--- config.mk ---
export PLATFORM = sky130hd
export DESIGN_NAME = tdm_demux
export DESIGN_NICKNAME = d
export VERILOG_FILES = /design/src/rtl/tdm_pkg.sv /design/src/rtl/tdm_slot_counter.sv /design/src/rtl/tdm_demux.sv
export SDC_FILE = /design/constraint.sdc
export NUM_CORES = 1
export LEC_CHECK = 0
export ABC_CLOCK_PERIOD_IN_PS = 2800
export BUFFER_PORTS_ARGS = -buffer_cell sky130_fd_sc_hd__buf_4
export CAP_MARGIN = 5
export CORE_UTILIZATION = 30
export DETAILED_ROUTE_END_ITERATION = 16
export GPL_TIMING_DRIVEN = 0
export PLACE_DENSITY = 0.59
export SKIP_CTS_REPAIR_TIMING = 1
export SLEW_MARGIN = 20
export SYNTH_ARGS = -nofsm -noshare
export SYNTH_HDL_FRONTEND = slang
export SYNTH_SLANG_ARGS = --single-unit
--- constraint.sdc ---
create_clock -name clk -period 2.8 [get_ports clk]
set_input_delay 0.42 -clock clk [delete_from_list [all_inputs] [get_ports clk]]
set_output_delay 0.42 -clock clk [all_outputs]
set_load 0.02 [all_outputs]
--- src/rtl/tdm_pkg.sv ---
// Shared types and helpers for the TDM demultiplexer.
package tdm_pkg;

  // Frame alignment state: HUNT waits for a sync marker, RECV is aligned.
  typedef enum logic {
    HUNT = 1'b0,
    RECV = 1'b1
  } tdm_state_e;

  localparam int unsigned DEF_CHANNELS = 4;
  localparam int unsigned DEF_WIDTH    = 8;

  // Slot counter width; this is $clog2(channels), held to at least one bit.
  function automatic int unsigned slot_width(input int unsigned channels);
    return (channels > 1) ? $clog2(channels) : 1;
  endfunction

endpackage

--- src/rtl/tdm_slot_counter.sv ---
// Slot counter for the TDM demultiplexer: counts accepted samples within a frame,
// reloads to 1 on a sync-marked sample and wraps explicitly after CHANNELS-1.
module tdm_slot_counter
  import tdm_pkg::*;
#(
  parameter int unsigned CHANNELS = DEF_CHANNELS,
  parameter int unsigned SLOT_W   = slot_width(CHANNELS)
) (
  input  logic              clk,
  input  logic              rst,
  input  logic              en,
  input  logic              load,
  output logic [SLOT_W-1:0] slot,
  output logic              last
);

  localparam logic [SLOT_W-1:0] LastSlot = SLOT_W'(CHANNELS - 1);

  logic [SLOT_W-1:0] slot_q;

  // Advance on each enabled sample; sync forces slot 1 since the sample itself is slot 0.
  always_ff @(posedge clk or posedge rst) begin
    if (rst) begin
      slot_q <= '0;
    end else if (en) begin
      if (load) begin
        slot_q <= SLOT_W'(1);
      end else if (slot_q == LastSlot) begin
        slot_q <= '0;
      end else begin
        slot_q <= slot_q + SLOT_W'(1);
      end
    end
  end

  assign slot = slot_q;
  assign last = (slot_q == LastSlot);

endmodule

--- src/rtl/tdm_demux.sv ---
// Time-division demultiplexer: aligns an interleaved sample stream on a sync
// marker, collects each frame in a shadow bank and publishes it atomically on dout.
module tdm_demux
  import tdm_pkg::*;
#(
  parameter int unsigned CHANNELS = DEF_CHANNELS,
  parameter int unsigned WIDTH    = DEF_WIDTH
) (
  input  logic                      clk,
  input  logic                      rst,
  input  logic [WIDTH-1:0]          din,
  input  logic                      din_valid,
  input  logic                      sync,
  output logic [CHANNELS*WIDTH-1:0] dout,
  output logic                      dout_valid,
  output logic                      sync_err,
  output logic                      locked
);

  localparam int unsigned SLOT_W = slot_width(CHANNELS);

  tdm_state_e state_q, state_d;

  logic [SLOT_W-1:0]         slot;
  logic                      last;
  logic                      cnt_en;
  logic                      shadow_we;
  logic [SLOT_W-1:0]         shadow_idx;
  logic                      frame_done;
  logic                      err;
  logic [WIDTH-1:0]          shadow_q [CHANNELS];
  logic [CHANNELS*WIDTH-1:0] dout_q, dout_d;
  logic                      dout_valid_q;
  logic                      sync_err_q;

  tdm_slot_counter #(
    .CHANNELS (CHANNELS),
    .SLOT_W   (SLOT_W)
  ) u_slot_counter (
    .clk  (clk),
    .rst  (rst),
    .en   (cnt_en),
    .load (sync),
    .slot (slot),
    .last (last)
  );

  // Framing FSM: decides which samples are stored, when a frame completes and
  // when a framing violation is flagged.
  always_comb begin
    state_d    = state_q;
    cnt_en     = 1'b0;
    shadow_we  = 1'b0;
    shadow_idx = slot;
    frame_done = 1'b0;
    err        = 1'b0;
    unique case (state_q)
      HUNT: begin
        if (din_valid && sync) begin
          shadow_we  = 1'b1;
          shadow_idx = '0;
          cnt_en     = 1'b1;
          state_d    = RECV;
        end
      end
      RECV: begin
        if (din_valid) begin
          if (sync) begin
            // Sync always restarts the frame; mid-frame it also drops the partial frame.
            shadow_we  = 1'b1;
            shadow_idx = '0;
            cnt_en     = 1'b1;
            err        = (slot != '0);
          end else if (slot == '0) begin
            err     = 1'b1;
            state_d = HUNT;
          end else begin
            shadow_we  = 1'b1;
            cnt_en     = 1'b1;
            frame_done = last;
          end
        end
      end
      default: state_d = HUNT;
    endcase
  end

  // Next output frame: the stored slots plus the final sample taken straight from din.
  always_comb begin
    dout_d = dout_q;
    if (frame_done) begin
      for (int k = 0; k < CHANNELS - 1; k++) begin
        dout_d[k*WIDTH +: WIDTH] = shadow_q[k];
      end
      dout_d[(CHANNELS-1)*WIDTH +: WIDTH] = din;
    end
  end

  // State and output registers.
  always_ff @(posedge clk or posedge rst) begin
    if (rst) begin
      state_q      <= HUNT;
      dout_q       <= '0;
      dout_valid_q <= 1'b0;
      sync_err_q   <= 1'b0;
    end else begin
      state_q      <= state_d;
      dout_q       <= dout_d;
      dout_valid_q <= frame_done;
      sync_err_q   <= err;
    end
  end

  // Shadow bank holding the frame under construction.
  always_ff @(posedge clk or posedge rst) begin
    if (rst) begin
      for (int k = 0; k < CHANNELS; k++) begin
        shadow_q[k] <= '0;
      end
    end else if (shadow_we) begin
      shadow_q[shadow_idx] <= din;
    end
  end

  assign dout       = dout_q;
  assign dout_valid = dout_valid_q;
  assign sync_err   = sync_err_q;
  assign locked     = (state_q == RECV);

endmodule

==> impl_metrics.env <==
export IMPL_status="finished, final reports clean"
export IMPL_crit_path_start_kind="register"
export IMPL_via_per_inst=4.38
export IMPL_rsz0062_at_grt="false"
export IMPL_maxSlewHeadroom=0.589
export IMPL_drt_iter0_markers=36
export IMPL_worstMarginPinSlew_ns=0.615
export IMPL_overflow=0
export IMPL_fin_ws_ns=0.808
export IMPL_synth_top_area_share=0.605
export IMPL_antenna_left=0
export IMPL_area_growth_pct=28.4
export IMPL_reg2reg_depth=6
export IMPL_holdPathStages=2
export IMPL_layout_common_cells="dfrtp_1 (61), buf_4 (46), mux2_4 (29)"
export IMPL_syn_nets=166
export IMPL_synthCells=151
export IMPL_grt_max_degree=50
export IMPL_place_hpwl_um=3020
export IMPL_final_layout_size_suffix_gt1_frac=0.596
export IMPL_slew_violations=0
export IMPL_period_share=0.711
export IMPL_min_from="din_valid"
export IMPL_dieArea_sq_um=8780
export IMPL_peakVddDrop_uv=261
export IMPL_cts_buffers=9
export IMPL_cap_viol_max_count=0
export IMPL_tns_ns=0
export IMPL_core_area_sq_um=8180
export IMPL_wirelength_um=4590
export IMPL_post_drt_wl_per_cell_um=14.4
export IMPL_antenna_found_initial=0
export IMPL_tritoncts_num_sinks=61
export IMPL_grt_use_total=0.119
export IMPL_max_freq_ghz=0.502
export IMPL_grt_pass1_vias=1382
export IMPL_drcViolationCount=0
export IMPL_path_max_fanout=8
export IMPL_nets=225
export IMPL_design_area_sq_um=3240
export IMPL_hold_viol_final=0
export IMPL_die_w_um=93.7
export IMPL_hold_ws_ns=0.331
export IMPL_yosysTopAreaCell="dfrtp_1"
export IMPL_diodes=0
export IMPL_htree_levels=3
export IMPL_min_to="locked$_DFF_PP0_"
export IMPL_drt_pass1_iter_count=6
export IMPL_final_common_cell="dfrtp_1"
export IMPL_port_buffers=46
export IMPL_power_density_nw_per_um2=1180
export IMPL_syn_avg_cell_area_sq_um=16.7
export IMPL_dp_slack_ns=0.784
export IMPL_synth_seq_cells=61
export IMPL_p_total_mw=3.82
export IMPL_setup_viol=0
export IMPL_vias=1392
export IMPL_cp_required_ns=3.01
export IMPL_reg2reg_from="u_slot_counter.slot[0]$_DFFE_PP0P_"
export IMPL_path_clk_slew_ns=0.06
export IMPL_place_area_sq_um=3030
export IMPL_root_buffer="clkbuf_8"
export IMPL_die_h_um=93.7
export IMPL_cp_end_kind="register"
export IMPL_fin_util=0.396
export IMPL_regToRegSetupSlack_ns=0.81
export IMPL_critPathKind="register to register"
export IMPL_pin_count=47
export IMPL_synth_top_cells_by_area="dfrtp_1 (60%), mux2_4 (17%), mux2_2 (12%)"
export IMPL_yosys_warnings=0
export IMPL_min_path_type="primary input to register"
export IMPL_netlist_cell_type_count=23
export IMPL_start_util=0.309
export IMPL_cts_buffer_depth=2
export IMPL_skew_ns=0.00760
export IMPL_rr_endpoint="shadow_q[16]$_DFFE_PP0P_"
export IMPL_fin_cells=318
export IMPL_dp_cells=303
export IMPL_grt_pass1_wl_um=7320
export IMPL_gp_congestion=0.657
export IMPL_final_min_clock_period_ns=1.99
export IMPL_insertion_delay_ns=0.33
export IMPL_num_rows=33
export IMPL_cellLeakagePower_nw=1.63
export IMPL_syn_area_sq_um=2520
export IMPL_ys_seq_area_frac=0.605
export IMPL_cts_tree="yes"
export IMPL_cp_arrival_ns=2.20
## cells in the mapped netlist
library cell	instances
dfrtp_1	61
mux2_4	29
mux2_2	27
inv_1	6
buf_6	3
ha_1	3
nor2_1	3
a21oi_1	2
nand2_1	2
nor3b_1	2
a31o_2	1
a31oi_1	1
and2_1	1
and2b_2	1
buf_2	1
nand3_2	1
nand3_4	1
nand4_2	1
o211ai_2	1
o21a_1	1
o21ai_0	1
o2bb2ai_1	1
or4bb_1	1
## sequential cells by signal, indices dropped and copies added (netlist names)
signal               cells
u_slot_counter.slot      2
sync_err                 1
locked                   1
dout_valid               1
dout                    32
shadow_q                24
## layout make-up
| type | instances | area, sq um |
|---|---|---|
| plain buffers | 4 | 38.8 |
| clock buffers | 13 | 169 |
| clock inverters | 1 | 30.0 |
| fillers | 779 | 4940 |
| inverters | 6 | 25.0 |
| multi-input cells | 80 | 936 |
| flip-flops and latches | 61 | 1530 |
| well taps | 105 | 131 |
| repair buffers | 48 | 383 |
## worst max path at each step
| stage | from | end | slack, ns | depth (start not counted) |
|---|---|---|---|---|
| 2_1_floorplan | rst | dout[0]$_DFFE_PP0P_ | 0.87 | 1 |
| 3_3_place_gp | rst | dout[26]$_DFFE_PP0P_ | 0.06 | 2 |
| 3_5_place_dp | u_slot_counter.slot[0]$_DFFE_PP0P_ | shadow_q[16]$_DFFE_PP0P_ | 0.78 | 6 |
| 4_1_cts | u_slot_counter.slot[0]$_DFFE_PP0P_ | shadow_q[16]$_DFFE_PP0P_ | 0.77 | 6 |
| 5_1_grt | u_slot_counter.slot[1]$_DFFE_PP0P_ | shadow_q[18]$_DFFE_PP0P_ | 0.63 | 6 |
| 6_report | u_slot_counter.slot[0]$_DFFE_PP0P_ | shadow_q[16]$_DFFE_PP0P_ | 0.81 | 6 |
## critical path: stages, from the launching register on
cell and delay, ns:
dfrtp_1 0.45, inv_1 0.07, ha_1 0.20, ha_1 0.25
nor3b_1 0.26, nand3_2 0.28, mux2_2 0.36
## cells by family after synthesis
group | Yosys count | synth area share
buf+inv | 10 | 0.0243
flops | 61 | 0.605
simple gates | 13 | 0.0397
mux | 56 | 0.293
fa+ha+maj | 3 | 0.0149
compound gates | 8 | 0.0233
## routing by layer
layer  track usage  routed length [um]  vias to the layer above
li1              -                   -                      650
met1         0.150                2120                      698
met2         0.172                2150                       34
met3        0.0429                 227                       10
met4        0.0731                  96                        0
met5             0                   0                        -
## power breakdown
part	leakage, nW	switching [mW]	internal, mW
clock	0.102	0.312	0.475
sequential	0.752	0.245	1.31
combinational	0.779	0.644	0.841
(Power assumes the default switching activity.)
